$ cat src/rtl/cmd_queue.sv
// Command FIFO feeding a transmitter/receiver pair, with one command in flight at a time.
// Each command is issued as a one-cycle action strobe, then the block waits for busy handshakes or a timeout.
module cmd_queue #(
    parameter int unsigned DEPTH   = 4,
    parameter int unsigned TIMEOUT = 255
) (
    input  logic                     clk,
    input  logic                     rst,
    input  logic                     in_valid,
    output logic                     in_ready,
    input  logic [7:0]               in_data,
    input  logic                     in_row,
    input  logic [1:0]               in_col,
    input  logic [2:0]               in_action,
    input  logic                     t_busy,
    input  logic                     r_busy,
    output logic [7:0]               d,
    output logic                     row,
    output logic [1:0]               col,
    output logic [2:0]               action,
    output logic [$clog2(DEPTH):0]   q_count,
    output logic                     done,
    output logic                     timeout_err
);

    localparam int unsigned AW = $clog2(DEPTH);
    localparam int unsigned CW = AW + 1;
    localparam int unsigned TW = (TIMEOUT > 1) ? $clog2(TIMEOUT + 1) : 1;

    typedef struct packed {
        logic [7:0] data;
        logic       row;
        logic [1:0] col;
        logic [2:0] action;
    } cmd_t;

    typedef enum logic [1:0] {
        S_IDLE      = 2'd0,
        S_ISSUE     = 2'd1,
        S_WAIT_ACK  = 2'd2,
        S_WAIT_DONE = 2'd3
    } state_t;

    state_t          r_state;
    state_t          w_state_nxt;
    cmd_t            r_mem [DEPTH];
    logic [AW-1:0]   r_wr_ptr;
    logic [AW-1:0]   r_rd_ptr;
    logic [CW-1:0]   r_count;
    logic [CW-1:0]   w_count_nxt;
    logic            r_in_ready;
    logic [TW-1:0]   r_timer;
    logic [TW-1:0]   w_timer_nxt;
    logic [7:0]      r_d;
    logic            r_row;
    logic [1:0]      r_col;
    logic [2:0]      r_action;
    logic            r_done;
    logic            r_tmo;
    logic            w_push;
    logic            w_pop;
    logic            w_done_nxt;
    logic            w_tmo_nxt;
    cmd_t            w_in_cmd;
    cmd_t            w_head;

    // NOP commands are acknowledged upstream but never stored.
    assign w_push   = in_valid && r_in_ready && (in_action != 3'd0);
    assign w_in_cmd = '{data: in_data, row: in_row, col: in_col, action: in_action};
    assign w_head   = r_mem[r_rd_ptr];

    always_comb begin
        w_count_nxt = r_count;
        case ({w_push, w_pop})
            2'b10:   w_count_nxt = r_count + CW'(1);
            2'b01:   w_count_nxt = r_count - CW'(1);
            default: w_count_nxt = r_count;
        endcase
    end

    // Next-state and pulse decode for the issue/handshake sequence.
    always_comb begin
        w_state_nxt = r_state;
        w_pop       = 1'b0;
        w_timer_nxt = r_timer;
        w_done_nxt  = 1'b0;
        w_tmo_nxt   = 1'b0;
        case (r_state)
            S_IDLE: begin
                if ((r_count != CW'(0)) && !t_busy && !r_busy) begin
                    w_pop       = 1'b1;
                    w_state_nxt = S_ISSUE;
                end
            end
            S_ISSUE: begin
                w_timer_nxt = TW'(0);
                w_state_nxt = S_WAIT_ACK;
            end
            S_WAIT_ACK: begin
                if (t_busy) begin
                    w_state_nxt = S_WAIT_DONE;
                end else if (r_timer == TW'(TIMEOUT - 1)) begin
                    w_timer_nxt = TW'(TIMEOUT);
                    w_tmo_nxt   = 1'b1;
                    w_state_nxt = S_IDLE;
                end else begin
                    w_timer_nxt = r_timer + TW'(1);
                end
            end
            S_WAIT_DONE: begin
                if (!t_busy && !r_busy) begin
                    w_done_nxt  = 1'b1;
                    w_state_nxt = S_IDLE;
                end
            end
            default: w_state_nxt = S_IDLE;
        endcase
    end

    always_ff @(posedge clk or negedge rst) begin
        if (!rst) begin
            r_state <= S_IDLE;
        end else begin
            r_state <= w_state_nxt;
        end
    end

    // Queue bookkeeping; in_ready is precomputed so a full queue refuses pushes even while popping.
    always_ff @(posedge clk or negedge rst) begin
        if (!rst) begin
            r_wr_ptr   <= '0;
            r_rd_ptr   <= '0;
            r_count    <= '0;
            r_in_ready <= 1'b1;
        end else begin
            if (w_push) r_wr_ptr <= r_wr_ptr + AW'(1);
            if (w_pop)  r_rd_ptr <= r_rd_ptr + AW'(1);
            r_count    <= w_count_nxt;
            r_in_ready <= (w_count_nxt < CW'(DEPTH));
        end
    end

    always_ff @(posedge clk) begin
        if (w_push) r_mem[r_wr_ptr] <= w_in_cmd;
    end

    // Command fields hold from one pop to the next; action is a single-cycle strobe.
    always_ff @(posedge clk or negedge rst) begin
        if (!rst) begin
            r_timer  <= '0;
            r_d      <= '0;
            r_row    <= 1'b0;
            r_col    <= '0;
            r_action <= '0;
            r_done   <= 1'b0;
            r_tmo    <= 1'b0;
        end else begin
            r_timer  <= w_timer_nxt;
            r_action <= w_pop ? w_head.action : 3'd0;
            r_done   <= w_done_nxt;
            r_tmo    <= w_tmo_nxt;
            if (w_pop) begin
                r_d   <= w_head.data;
                r_row <= w_head.row;
                r_col <= w_head.col;
            end
        end
    end

    assign in_ready    = r_in_ready;
    assign q_count     = r_count;
    assign d           = r_d;
    assign row         = r_row;
    assign col         = r_col;
    assign action      = r_action;
    assign done        = r_done;
    assign timeout_err = r_tmo;

endmodule
$ cat config.mk
export PLATFORM = sky130hd
export DESIGN_NAME = cmd_queue
export DESIGN_NICKNAME = d
export VERILOG_FILES = /design/src/rtl/cmd_queue.sv
export SDC_FILE = /design/constraint.sdc
export NUM_CORES = 1
export LEC_CHECK = 0
export ABC_CLOCK_PERIOD_IN_PS = 6900
export BUFFER_PORTS_ARGS = -buffer_cell sky130_fd_sc_hd__buf_2
export CORE_ASPECT_RATIO = 0.6
export CORE_MARGIN = 2
export CORE_UTILIZATION = 45
export DETAILED_ROUTE_END_ITERATION = 10
export MAX_ROUTING_LAYER = met4
export PLACE_DENSITY = 0.66
export SLEW_MARGIN = 20
export SYNTH_ARGS = -nofsm -noshare
export SYNTH_HDL_FRONTEND = slang
export SYNTH_SLANG_ARGS = --single-unit
$ cat constraint.sdc
create_clock -name clk -period 6.9 [get_ports clk]
set_input_delay 0.69 -clock clk [delete_from_list [all_inputs] [get_ports clk]]
set_output_delay 0.69 -clock clk [all_outputs]
set_load 0.02 [all_outputs]
==> impl_metrics.yaml <==
detailed_routing:
  first_pass_iters: 4
  wl_um: 6550
  drcViolationCount: 0
  vias: 2019
  vias_per_cell: 5.43
  drtAntennaViolNets: 0
  drt_iter0_drc: 180
  wire_per_inst_um: 17.6
worst_setup_path:
  crit_chain: "nor3_1 -> nor4_4 -> buf_4 -> ha_1 -> fa_1 -> xnor2_1 -> nor2_1 -> xor2_1"
  worstPathArrival_ns: 2.64
  cpMaxStageDelayCell: "nor3_1"
  worst-setup-path-type: "flip-flop to flip-flop"
  r2r_cells: 8
  slowest_delay_ns: 0.47
  worstSetupStartpointType: "flip-flop"
  required_ns: 7.15
  reg2reg_slack_ns: 4.52
  endpoint_kind: "flip-flop"
  cp_max_fo: 17
pwr:
  pwr_density_cell_mw_per_mm2: 378
  intPower_w: 0.00113
  peakVddDrop_v: 0.000174
  switchingPower_w: 0.000477
  comb_power_share_pct: 23.1
  p_leak_nw: 1.62
  pwr-share-seq_pct: 49.8
  swShare_pct: 29.7
  clkPwrFrac_pct: 27.0
final_layout:
  area_delta_synth_final_pct: 15.0
  layoutNonFillerInstCount: 372
  diodes: 0
  final_common_cell: "edfxtp_1"
  drive_gt1_share_pct: 31.4
  layout.nets: 286
  mostFrequentLayoutCells: "edfxtp_1 (56), buf_2 (38), dfrtp_1 (33), mux4_2 (14), nand2_1 (10)"
  design_area_sq_mm: 0.00425
floorplan:
  core-area_sq_mm: 0.00791
  dieHeight_um: 74.2
  dieArea_sq_mm: 0.00898
  rows: 25
  die_x_um: 121
  ios: 39
  start_util_pct: 46.7
sta:
  setup_viol: 0
  fin_crit_sh_pct: 34.5
  slew-limit-headroom_pct: 32.8
  maxSlewViolCount: 0
  skew_ns: 0.00318
  fin_setup_tns_ns: 0
  rsz0062_at_grt: "no"
  max_freq_mhz: 419
  hold_ws_ns: 0.434
  worstMarginPinSlew_ns: 1.01
  finalHoldViolations: 0
  period_needed_ns: 2.38
logic_synthesis:
  ys_ff_latch: 90
  netlist_area_sq_mm: 0.00370
  ys_types: 47
  ys_warn_count: 0
  synth_edf_count: 56
  synth_nets: 245
  syn_inst: 218
  async_flop_share_pct: 37.8
  synth-seq-area-share_pct: 68.5
  avgSynthCellArea_sq_um: 17.0
  ys.flop_type: "edfxtp_1"
grt:
  globalRouteOverflowTotal: 0
  grt_max_degree: 35
  antenna_found_initial: 0
  grt_use_total_pct: 16.7
  grt_pass1_wl_um: 10200
  grt_pass1_vias: 1926
clock_network:
  ctsHoldBuffers: 0
  cts_num_sinks: 90
  clock_path_buffers: 2
  htree_levels: 3
  clk_pin_slew_ns: 0.06
  post-cts-setup-buffer-count: 0
  tritoncts: "built"
  insertion_delay_ns: 0.33
  post_cts_resized: 0
  cts_made_buffers: 9
  cts-root-buf: "clkbuf_16"
placed_design:
  dpl_cell_area_sq_mm: 0.00399
  portBuffers: 38
  dp_cells: 356
  hpwl_um: 4210
  gp_congestion: 0.802
run:
  maxCapViolCount: 0
run_status:
  status: "finished clean"
min_path:
  hold_class: "input pin to async pin"
[through the flow]
| step | util [%] | power, W | setup WS [ns] |
|---|---|---|---|
| finish | 53.7 | 0.00161 | 4.52 |
| global route | 53.7 | 0.00170 | 4.38 |
| detailed placement | 50.4 | 0.00119 | 4.23 |
| floorplan | - | 0.00107 | 4.36 |
| CTS | 53.7 | 0.00163 | 4.52 |
| global placement | 50.4 | 0.00118 | 4.27 |
[worst max path at each step]
stage                                         to  slack (ns)  cells after the start
after floorplan           q_count[1]$_DFFE_PN0N_        4.36                      6
after global placement    q_count[1]$_DFFE_PN0N_        4.27                      7
after detailed placement  q_count[1]$_DFFE_PN0N_        4.23                      7
after CTS                              flip-flop        4.52                      8
after global routing                   flip-flop        4.38                      8
final                                  flip-flop        4.52                      8
[power by group through the flow]
stage / logic, W / registers (W) / clock network, W
after floorplan: 0.000272 / 0.000794 / 0
after global placement: 0.000367 / 0.000810 / 0
final: 0.000372 / 0.000800 / 0.000434
after global routing: 0.000410 / 0.000818 / 0.000469
after CTS: 0.000377 / 0.000804 / 0.000446
after detailed placement: 0.000375 / 0.000814 / 0
[state kept, by name (all words and copies together) (netlist names), 2 cells and up, named ones only]
| register | count |
|---|---|
| action | 3 |
| col | 2 |
| d | 8 |
| q_count | 2 |
| r_mem | 56 |
| r_rd_ptr | 2 |
| r_state | 2 |
| r_timer | 8 |
| r_wr_ptr | 2 |
[metal layers]
metal / wire [um] / up-vias / part of all wire (%) / GRT usage [%]
li1: - / 927 / - / -
met1: 3110 / 1033 / 47 / 22.6
met2: 2970 / 48 / 45 / 23.4
met3: 362 / 11 / 5.5 / 5.60
met4: 109 / 0 / 1.7 / 6.33
met5: 0 / - / 0 / -
[area by class of cell]
type	count	area (sq um)
timing repair buffer	39	198
multi-input combinational	113	1100
sequential	90	2530
clock buffer	14	254
clock inverter	2	12.5
tap	108	135
fill	658	3660
inverter	6	22.5
[critical path, delay by kind of cell, from the launching register on]
| kind | cells | cell delay, ns |
|---|---|---|
| buffers and inverters | 1 | 0.24 |
| AND/OR/NAND/NOR | 3 | 0.69 |
| flip-flops | 1 | 0.43 |
| XOR/XNOR | 2 | 0.31 |
| adder cells (fa/ha/maj) | 2 | 0.63 |
[synthesized netlist by cell type, types with 2 or more instances]
cell / count / area share [%]
edfxtp_1: 56 / 45
dfrtp_1: 33 / 22
mux4_2: 14 / 8.5
nand2_1: 10 / 1.0
mux2_2: 8 / 2.4
and2_1: 7 / 1.2
ha_1: 7 / 2.4
nor2_1: 6 / 0.61
clkbuf_1: 5 / 0.51
inv_1: 5 / 0.51
o21ai_0: 5 / 0.68
a21oi_1: 4 / 0.54
mux2_4: 4 / 1.6
nor3_1: 4 / 0.54
xnor2_1: 4 / 0.95
nand2b_1: 3 / 0.51
nand3_1: 3 / 0.41
xor2_1: 3 / 0.71
a21o_1: 2 / 0.41
a22oi_1: 2 / 0.41
a311oi_1: 2 / 0.47
a32oi_1: 2 / 0.47
and4b_1: 2 / 0.54
buf_2: 2 / 0.27
o31ai_1: 2 / 0.41
o41ai_1: 2 / 0.47
[cell families (layout without fill, tap and decap cells)]
group | after synthesis | in the layout | share of synthesized area [%]
DFF | 90 | 90 | 68.5
adders and majority gates | 8 | 8 | 2.91
buffers and inverters | 15 | 61 | 1.83
and+or+nand+nor | 44 | 44 | 7.04
xor gates and xnor gates | 7 | 7 | 1.66
AOI/OAI and AO/OA | 28 | 28 | 5.45
muxes | 26 | 26 | 12.6
(Power assumes the default switching activity.)
